[src/rtl/load_unit32.sv]
// Multi-cycle load unit: decodes the load type, runs a req/ack read to data RAM or I/O,
// and extracts and extends the addressed byte, halfword or word for register writeback.
module load_unit32 #(
  parameter int unsigned TIMEOUT    = 16,
  parameter bit          BIG_ENDIAN = 1'b0
) (
  input  logic        clock,
  input  logic        reset,
  input  logic        MemRead,
  input  logic [5:0]  opcode,
  input  logic [31:0] ALU_result,
  output logic        mem_req,
  output logic [31:0] mem_addr,
  input  logic [31:0] mem_rdata,
  input  logic        mem_ack,
  output logic [31:0] mem_data,
  output logic        load_stall,
  output logic        load_done,
  output logic        addr_err
);

  localparam int unsigned      CNT_W    = 8;
  localparam logic [CNT_W-1:0] CNT_LAST = CNT_W'(TIMEOUT - 1);

  localparam logic [5:0] OP_LB  = 6'b100000;
  localparam logic [5:0] OP_LH  = 6'b100001;
  localparam logic [5:0] OP_LW  = 6'b100011;
  localparam logic [5:0] OP_LBU = 6'b100100;
  localparam logic [5:0] OP_LHU = 6'b100101;

  typedef enum logic [1:0] {IDLE, REQ, DONE, ERR} state_t;

  state_t           state;
  state_t           state_n;
  logic [CNT_W-1:0] cnt;
  logic [CNT_W-1:0] cnt_n;
  logic [5:0]       op_q;
  logic [1:0]       off_q;
  logic             req_bad;
  logic [1:0]       byte_sel;
  logic             half_sel;
  logic [7:0]       byte_val;
  logic [15:0]      half_val;
  logic [31:0]      load_val;

  // Illegal opcode or misaligned address for the requested access size
  always_comb begin
    req_bad = 1'b0;
    case (opcode)
      OP_LB, OP_LBU: req_bad = 1'b0;
      OP_LH, OP_LHU: req_bad = ALU_result[0];
      OP_LW:         req_bad = |ALU_result[1:0];
      default:       req_bad = 1'b1;
    endcase
  end

  // Lane selection and sign/zero extension of the returned word
  always_comb begin
    byte_sel = BIG_ENDIAN ? (2'd3 - off_q) : off_q;
    half_sel = BIG_ENDIAN ? ~off_q[1] : off_q[1];
    byte_val = mem_rdata[7:0];
    case (byte_sel)
      2'd0:    byte_val = mem_rdata[7:0];
      2'd1:    byte_val = mem_rdata[15:8];
      2'd2:    byte_val = mem_rdata[23:16];
      default: byte_val = mem_rdata[31:24];
    endcase
    half_val = half_sel ? mem_rdata[31:16] : mem_rdata[15:0];
    case (op_q)
      OP_LB:   load_val = {{24{byte_val[7]}}, byte_val};
      OP_LBU:  load_val = {24'd0, byte_val};
      OP_LH:   load_val = {{16{half_val[15]}}, half_val};
      OP_LHU:  load_val = {16'd0, half_val};
      default: load_val = mem_rdata;
    endcase
  end

  // Next state, wait counter and combinational stall
  always_comb begin
    state_n    = state;
    cnt_n      = '0;
    load_stall = 1'b0;
    case (state)
      IDLE: begin
        load_stall = MemRead;
        if (MemRead) state_n = req_bad ? ERR : REQ;
      end
      REQ: begin
        load_stall = 1'b1;
        if (mem_ack)               state_n = DONE;
        else if (cnt == CNT_LAST)  state_n = ERR;
        else                       cnt_n   = cnt + CNT_W'(1);
      end
      DONE:    state_n = IDLE;
      ERR:     state_n = IDLE;
      default: state_n = IDLE;
    endcase
  end

  always_ff @(posedge clock or posedge reset) begin
    if (reset) begin
      state <= IDLE;
      cnt   <= '0;
    end else begin
      state <= state_n;
      cnt   <= cnt_n;
    end
  end

  // Registered handshake/status outputs track the state being entered
  always_ff @(posedge clock or posedge reset) begin
    if (reset) begin
      mem_req   <= 1'b0;
      mem_addr  <= '0;
      mem_data  <= '0;
      load_done <= 1'b0;
      addr_err  <= 1'b0;
      op_q      <= '0;
      off_q     <= '0;
    end else begin
      mem_req   <= (state_n == REQ);
      load_done <= (state_n == DONE);
      addr_err  <= (state_n == ERR);
      if (state == IDLE && state_n == REQ) begin
        op_q     <= opcode;
        off_q    <= ALU_result[1:0];
        mem_addr <= {ALU_result[31:2], 2'b00};
      end
      if (state_n == DONE)     mem_data <= load_val;
      else if (state_n == ERR) mem_data <= '0;
    end
  end

endmodule

[config.mk]
export PLATFORM = sky130hd
export DESIGN_NAME = load_unit32
export DESIGN_NICKNAME = d
export VERILOG_FILES = /design/src/rtl/load_unit32.sv
export SDC_FILE = /design/constraint.sdc
export NUM_CORES = 1
export LEC_CHECK = 0
export CAP_MARGIN = 10
export CORE_MARGIN = 2
export CORE_UTILIZATION = 40
export DETAILED_ROUTE_END_ITERATION = 10
export PLACE_DENSITY_LB_ADDON = 0.05
export SLEW_MARGIN = 30
export SYNTH_ARGS = -nofsm -noshare
export SYNTH_HDL_FRONTEND = slang
export SYNTH_SLANG_ARGS = --single-unit
export TNS_END_PERCENT = 50
[constraint.sdc]
create_clock -name clock -period 2.5 [get_ports clock]
set_input_delay 0.5 -clock clock [delete_from_list [all_inputs] [get_ports clock]]
set_output_delay 0.5 -clock clock [all_outputs]
set_load 0.03 [all_outputs]
==> run summary, run 1 <==
STA
-------------------------------------------------------------------------------------------
Achievable Freq                                                                     435 MHz
Minimum clock period after layout                                                   2.30 ns
Final max-slew violation count                                                            0
Final worst path period share                                                         92.0%
Relative max-transition margin                                                        49.8%
Transition time at the pin with the least slew margin                              0.753 ns
Worst setup skew after layout                                                     0.0115 ns
Setup TNS Final                                                                        0 ns
Endpoints failing setup                                                                   0
Number of failing hold endpoints at the final stage                                       0
Unrepaired setup endpoints after global routing                                       false

SETUP PATH
-------------------------------------------------------------------------------------------
CP required                                                                         2.00 ns
Start of the worst register-to-register path                                        op_q[1]
Kind of critical path                                                          input pin to output pin
CP arrival                                                                          1.80 ns
Critical path endpoint category                                                  output pin
Worst Setup Start Kind                                                            input pin
Register-to-Register Path Depth                                                           5
Maximum fanout along the worst path                                                       2
Startpoint of the most critical setup path                                          MemRead

CLOCK NETWORK
-------------------------------------------------------------------------------------------
Clock transition at path regs                                                       0.08 ns
Clock Sink Count                                                                         83
CTS Buf Count                                                                             9
Clock latency on the worst-skew pair                                                0.34 ns
CTS tree                                                                               done
Total of hold buffers inserted after clock tree synthesis                                 0
Post-CTS setup-driven buffer insertion count                                              0
H-tree lvl count                                                                          3
Clk root buf                                                                   sky130_fd_sc_hd__clkbuf_8
PostCTS Resize Cnt                                                                        0
Clock buffer depth                                                                        2

ROUTE
-------------------------------------------------------------------------------------------
Mean routed wirelength per cell                                                     16.0 µm
Drc violations                                                                            0
Total wire length                                                                 10,400 µm
Number of design-rule violations left by the first detailed-router iteration            118
Via Count                                                                             3,339
Number of nets with antenna violations after detailed routing                             0
Number of detailed-routing iterations run before antenna repair                           4
Via count normalized by instance count                                                 5.16

FLOORPLANNING
-------------------------------------------------------------------------------------------
Chip Width                                                                           104 µm
Boundary Pins                                                                           142
Area of the core region                                                         0.00977 mm²
Std-Cell Rows                                                                            36
Area of the die                                                                  0.0109 mm²
Vertical extent of the die                                                           104 µm
Starting density of the core                                                          41.2%

WORST HOLD PATH
-------------------------------------------------------------------------------------------
Source of the worst hold timing path                                                 cnt[0]
Classification of the worst-slack hold path                                    register to register
Worst hold path cell count                                                                1

FINAL LAYOUT
-------------------------------------------------------------------------------------------
Register Area                                                                   0.00208 mm²
Multi-input gate area                                                           0.00178 mm²
Post-route design area                                                          0.00585 mm²
Number of nets in the layout                                                            584
Number of inserted diodes                                                                 0
Number of non-filler instances in the completed layout                                  647
Filler Cell Count                                                                       858
Fraction of final layout cells sized beyond drive strength 1                          17.5%
P&R area growth vs syn                                                                45.3%

SYNTH
-------------------------------------------------------------------------------------------
Synthesized instance count                                                              373
Synth area leader                                                              sky130_fd_sc_hd__dfrtp_1
Synth top area share                                                                  51.6%
Post-Synthesis Cell Area                                                        0.00403 mm²
#FFs+latches synth                                                                       83
Number of library cell types mapped by synthesis                                         41
Leading post-synthesis cells by instance count                                 sky130_fd_sc_hd__dfrtp_1, sky130_fd_sc_hd__o21ai_0, sky130_fd_sc_hd__mux2_2, sky130_fd_sc_hd__nand2_1, sky130_fd_sc_hd__nor2_1
Top cells by area in the synthesized netlist                                   sky130_fd_sc_hd__dfrtp_1, sky130_fd_sc_hd__mux2_2, sky130_fd_sc_hd__o21ai_0
Most frequent cell after synthesis                                             sky130_fd_sc_hd__dfrtp_1
Yosys warnings                                                                            0
Syn avg cell area                                                                  10.8 µm²
Share of the yosys chip area belonging to registers                                   51.6%
EDFF count, synth                                                                         0
Fraction of registers with async set or reset after synthesis                          100%
Flip-flop cell with the highest count after synthesis                          sky130_fd_sc_hd__dfrtp_1

GRT
-------------------------------------------------------------------------------------------
Maximum number of pins on one net before global-route repair                             67
Antenna violations before repair                                                          0
Number of global-route vias before repair                                             3,436
First-pass GRT wire length                                                        17,500 µm
Total routing resource utilization after global routing                               19.9%
Remaining Overflow, GRT                                                                   0

PLACEMENT
-------------------------------------------------------------------------------------------
Placed Instances                                                                        631
Area of placed instances                                                        0.00560 mm²
Post-detail-place hpwl                                                              7740 µm
Weighted congestion at the end of routability-driven global placement                 0.834
IO Port Bufs                                                                            139

OUTCOME
-------------------------------------------------------------------------------------------
Result of the run                                                              finished clean

JOB
-------------------------------------------------------------------------------------------
Max-capacitance violation count                                                           0

PWR
-------------------------------------------------------------------------------------------
Leakage dissipation                                                                 2.46 nW
VDD IR max                                                                         0.589 mV
Tot Pwr                                                                             7.47 mW
Power per Cell Area                                                             1280 mW/mm²

## sequential cells by signal, summed over array words and instances (netlist names), 2 cells and up
signal / cells
cnt: 8
mem_addr: 30
op_q: 6
byte_sel: 2
state: 2
mem_data: 32
## report_power, final
| group | total, mW | internal (mW) | switching, mW |
|---|---|---|---|
| combinational | 4.02 | 1.76 | 2.26 |
| clock | 1.19 | 0.699 | 0.490 |
| sequential | 2.26 | 1.87 | 0.394 |
| total | 7.47 | 4.32 | 3.14 |
## cells by family (layout without fill, tap and decap cells)
group / Yosys count / in the layout / share of synthesized area [%]
fa+ha+maj: 1 / 1 / 0.311
xor+xnor: 6 / 6 / 1.30
simple gates: 111 / 111 / 12.7
other cells: 1 / 2 / 0.0931
compound gates: 89 / 89 / 15.0
buf+inv: 38 / 178 / 4.72
flops: 83 / 83 / 51.6
mux: 44 / 44 / 14.3
## worst max-delay path, stage by stage
cell and delay, ns:
sky130_fd_sc_hd__clkdlybuf4s50_1 0.49, sky130_fd_sc_hd__nor2_1 0.05, sky130_fd_sc_hd__nor2_1 0.08, sky130_fd_sc_hd__clkdlybuf4s50_1 0.68
## layout make-up
type	instances	area share [%]
clock buffers	11	2.42
clock inverters	5	1.86
multi-input cells	253	30.4
well taps	133	2.84
repair buffers	155	26.5
inverters	7	0.513
flip-flops and latches	83	35.5
## final timing paths
path / endpoint / slack, ns
setup / recovery: load_stall / 0.20
hold / removal: cnt[0] / 0.47
setup reg to reg: mem_data[3] / 0.46
hold reg to reg: cnt[0] / 0.47
max in group asynchronous: mem_data[20] / 1.33
min in group asynchronous: mem_addr[16] / 0.49
## placed cells by master (no fill, tap or decap), types with 2 or more instances in the layout
cell                                n
sky130_fd_sc_hd__xnor2_1            4
sky130_fd_sc_hd__clkdlybuf4s50_1  139
sky130_fd_sc_hd__o31ai_1           17
sky130_fd_sc_hd__buf_12             3
sky130_fd_sc_hd__nor3_1            15
sky130_fd_sc_hd__or3_1              8
sky130_fd_sc_hd__o2111ai_1          7
sky130_fd_sc_hd__mux2_2            37
sky130_fd_sc_hd__nor2_1            34
sky130_fd_sc_hd__buf_4             13
sky130_fd_sc_hd__and2_1             3
sky130_fd_sc_hd__clkbuf_8          10
sky130_fd_sc_hd__o21ai_0           39
sky130_fd_sc_hd__nand2_1           37
sky130_fd_sc_hd__inv_1              6
sky130_fd_sc_hd__bufinv_16          3
sky130_fd_sc_hd__xor2_1             2
sky130_fd_sc_hd__a21o_1             2
sky130_fd_sc_hd__clkinvlp_4         2
sky130_fd_sc_hd__nand3_1            3
sky130_fd_sc_hd__o31ai_2            7
sky130_fd_sc_hd__dfrtp_1           83
sky130_fd_sc_hd__conb_1             2
sky130_fd_sc_hd__o21ai_1            7
sky130_fd_sc_hd__o211ai_1           2
sky130_fd_sc_hd__nand2b_1           2
sky130_fd_sc_hd__mux4_2             7
sky130_fd_sc_hd__and3_1             2
sky130_fd_sc_hd__a21oi_1            2
## metal layers
| metal | up-vias | global-route usage (%) | share of wire (%) |
|---|---|---|---|
| met3 | 10 | 4.14 | 5.8 |
| met2 | 105 | 32.2 | 49 |
| met4 | 0 | 5.98 | 1.2 |
| met1 | 1615 | 27.0 | 44 |
| li1 | 1609 | - | - |
| met5 | - | 0 | 0 |
## through the flow
stage                     hold slack, ns  utilization [%]  worst slack (ns)
after global routing               0.485             59.9             0.141
after CTS                          0.467             59.9             0.199
after global placement             0.444             57.3             0.171
final                              0.466             59.9             0.201
after detailed placement           0.456             57.3             0.208
after floorplan                    0.425                -             0.681
Power figures use the tool's default switching activity.
==> inputs of run 2 (changes only) <==
- CORE_ASPECT_RATIO: not set -> 2
- CTS_CLUSTER_SIZE: not set -> 40
==> run 2 against run 1 <==
Compared with the run above:
- clock skew is 0.0068 ns lower
- sequential power barely moved
- sequential cell count unchanged
- global-route usage grew 1.4 points
- design area is 0.36% higher
- critical path depth unchanged
- die area is 0.45% higher
- count of clock-buffer cells in the layout up 1
- sequential share of layout area shrank 0.13 points
- power up 1.6%
- highest routed layer unchanged
==> run summary, run 2 (same netlist as run 1, synthesis figures left out) <==
FINAL LAYOUT
-------------------------------------------------------------------------------------------
Post-route design area                                                          0.00587 mm²
Most frequent cells in the layout                                              sky130_fd_sc_hd__clkdlybuf4s50_1, sky130_fd_sc_hd__dfrtp_1, sky130_fd_sc_hd__o21ai_0
Fraction of final layout cells sized beyond drive strength 1                          17.3%
Multi-input gate area                                                           0.00178 mm²
P&R area growth vs syn                                                                45.8%
Register Area                                                                   0.00208 mm²
Number of non-filler instances in the completed layout                                  646
Number of nets in the layout                                                            584
Max reg flops                                                                            32
Most common library cell in the layout ignoring fill and taps                  sky130_fd_sc_hd__clkdlybuf4s50_1
Top flop regs                                                                  mem_data (32), mem_addr (30), cnt (8)
Largest register by flop count                                                     mem_data
Number of inserted diodes                                                                 0
Final cell utilization of the core                                                    60.2%
Filler Cell Count                                                                       860

PLACEMENT
-------------------------------------------------------------------------------------------
Post-detail-place hpwl                                                              8300 µm
Worst Setup Slack post-DPL                                                         0.191 ns
IO Port Bufs                                                                            139
Area of placed instances                                                        0.00560 mm²
Placed Instances                                                                        630
Weighted congestion at the end of routability-driven global placement                 0.876

STA
-------------------------------------------------------------------------------------------
Worst setup skew after layout                                                    0.00468 ns
Transition time at the pin with the least slew margin                              0.614 ns
Achievable Freq                                                                     435 MHz
Worst Hold Margin                                                                  0.461 ns
Setup TNS Final                                                                        0 ns
Final worst setup slack                                                            0.200 ns
Final worst path period share                                                         92.0%
Final max-slew violation count                                                            0
Endpoints failing setup                                                                   0
Minimum clock period after layout                                                   2.30 ns
Unrepaired setup endpoints after global routing                                       false
Number of failing hold endpoints at the final stage                                       0
Relative max-transition margin                                                        59.1%

GRT
-------------------------------------------------------------------------------------------
Remaining Overflow, GRT                                                                   0
Antenna violations before repair                                                          0
Met2 usage                                                                            36.5%
Total routing resource utilization after global routing                               21.3%
First-pass GRT wire length                                                        17,700 µm
Met1 demand-to-capacity share in global routing                                       25.2%
GR Util met3                                                                          4.43%
Number of global-route vias before repair                                             3,418
Maximum number of pins on one net before global-route repair                             84
Most utilized layer in the global route result                                         met2

SETUP PATH
-------------------------------------------------------------------------------------------
Flop2flop setup slack                                                               0.41 ns
Longest individual stage delay on the worst path                                    0.67 ns
Kind of critical path                                                          input pin to output pin
CP arrival                                                                          1.80 ns
Maximum fanout along the worst path                                                       2
Cell chain of the critical path                                                clkdlybuf4s50_1 > nor2_1 > nor2_1 > clkdlybuf4s50_1
Start of the worst register-to-register path                                    byte_sel[0]
Critical path endpoint category                                                  output pin
CP required                                                                         2.00 ns
Slowest-stage cell, CP                                                         sky130_fd_sc_hd__clkdlybuf4s50_1
Worst Setup Start Kind                                                            input pin
Worst reg2reg endpoint                                                         mem_data[18]
Register-to-Register Path Depth                                                           6

PWR
-------------------------------------------------------------------------------------------
Power per Cell Area                                                             1290 mW/mm²
VDD IR max                                                                         0.709 mV
Tot Pwr                                                                             7.58 mW
Leakage dissipation                                                                 2.47 nW

ROUTE
-------------------------------------------------------------------------------------------
Drc violations                                                                            0
Number of detailed-routing iterations run before antenna repair                           5
Number of design-rule violations left by the first detailed-router iteration            164
Number of nets with antenna violations after detailed routing                             0
Mean routed wirelength per cell                                                     17.1 µm
Total wire length                                                                 11,000 µm
Via count normalized by instance count                                                 5.31
Via Count                                                                             3,428

CLOCK NETWORK
-------------------------------------------------------------------------------------------
CTS tree                                                                               done
Clock buffer depth                                                                        2
PostCTS Resize Cnt                                                                        0
Clock Sink Count                                                                         83
H-tree lvl count                                                                          3
CTS Buf Count                                                                             9
Clock latency on the worst-skew pair                                                0.33 ns
Clk root buf                                                                   sky130_fd_sc_hd__clkbuf_16
Clock transition at path regs                                                       0.06 ns
Post-CTS setup-driven buffer insertion count                                              0
Total of hold buffers inserted after clock tree synthesis                                 0

OUTCOME
-------------------------------------------------------------------------------------------
Result of the run                                                              finished clean

WORST HOLD PATH
-------------------------------------------------------------------------------------------
Classification of the worst-slack hold path                                    register to register
Source of the worst hold timing path                                                 cnt[0]
Hold endpoint                                                                        cnt[0]
Worst hold path cell count                                                                1

JOB
-------------------------------------------------------------------------------------------
Max-capacitance violation count                                                           0

FLOORPLANNING
-------------------------------------------------------------------------------------------
Std-Cell Rows                                                                            51
Boundary Pins                                                                           142
Area of the core region                                                         0.00976 mm²
Vertical extent of the die                                                           146 µm
Starting density of the core                                                          41.3%
Area of the die                                                                  0.0109 mm²
Chip Width                                                                          75.0 µm

## run 2: cell count changes in the layout (fill, tap and decap cells not counted)
cell | before | now
sky130_fd_sc_hd__clkbuf_16 | 0 | 9
sky130_fd_sc_hd__clkbuf_8 | 10 | 1
sky130_fd_sc_hd__bufinv_16 | 3 | 0
sky130_fd_sc_hd__clkinv_2 | 0 | 2
sky130_fd_sc_hd__clkbuf_1 | 1 | 2
sky130_fd_sc_hd__clkinv_4 | 0 | 1
sky130_fd_sc_hd__inv_8 | 1 | 0
## run 2: worst max path at each step
stage | cells after the start | start | slack [ns] | endpoint
2_1_floorplan | 6 | opcode[0] | 0.68 | mem_addr[2]
3_3_place_gp | 4 | MemRead | 0.23 | load_stall
3_5_place_dp | 4 | MemRead | 0.19 | load_stall
4_1_cts | 4 | MemRead | 0.19 | load_stall
5_1_grt | 4 | MemRead | 0.14 | load_stall
6_report | 4 | MemRead | 0.20 | load_stall
## run 2: final cells by class
type,instances,share of cell area [%]
sequential,83,35.4
clock inverter,4,0.447
clock buffer,12,4.20
tap,132,2.81
inverter,7,0.511
timing repair buffer,155,26.4
multi-input combinational,253,30.3
## run 2: power breakdown
| part | switching, mW | internal [mW] | total [mW] |
|---|---|---|---|
| Combinational | 2.36 | 1.77 | 4.13 |
| Sequential | 0.367 | 1.87 | 2.24 |
| Clock | 0.519 | 0.699 | 1.22 |
## run 2: metal layers
layer / routed length (µm) / share of wire, %
met5: 0 / 0
met3: 566 / 5.1
met2: 6190 / 56
met1: 4030 / 37
met4: 250 / 2.3
## run 2: worst max-delay path: cells and delay by family
| family | cells | cell delay (ns) |
|---|---|---|
| buffers and inverters | 2 | 1.15 |
| and+or+nand+nor | 2 | 0.14 |
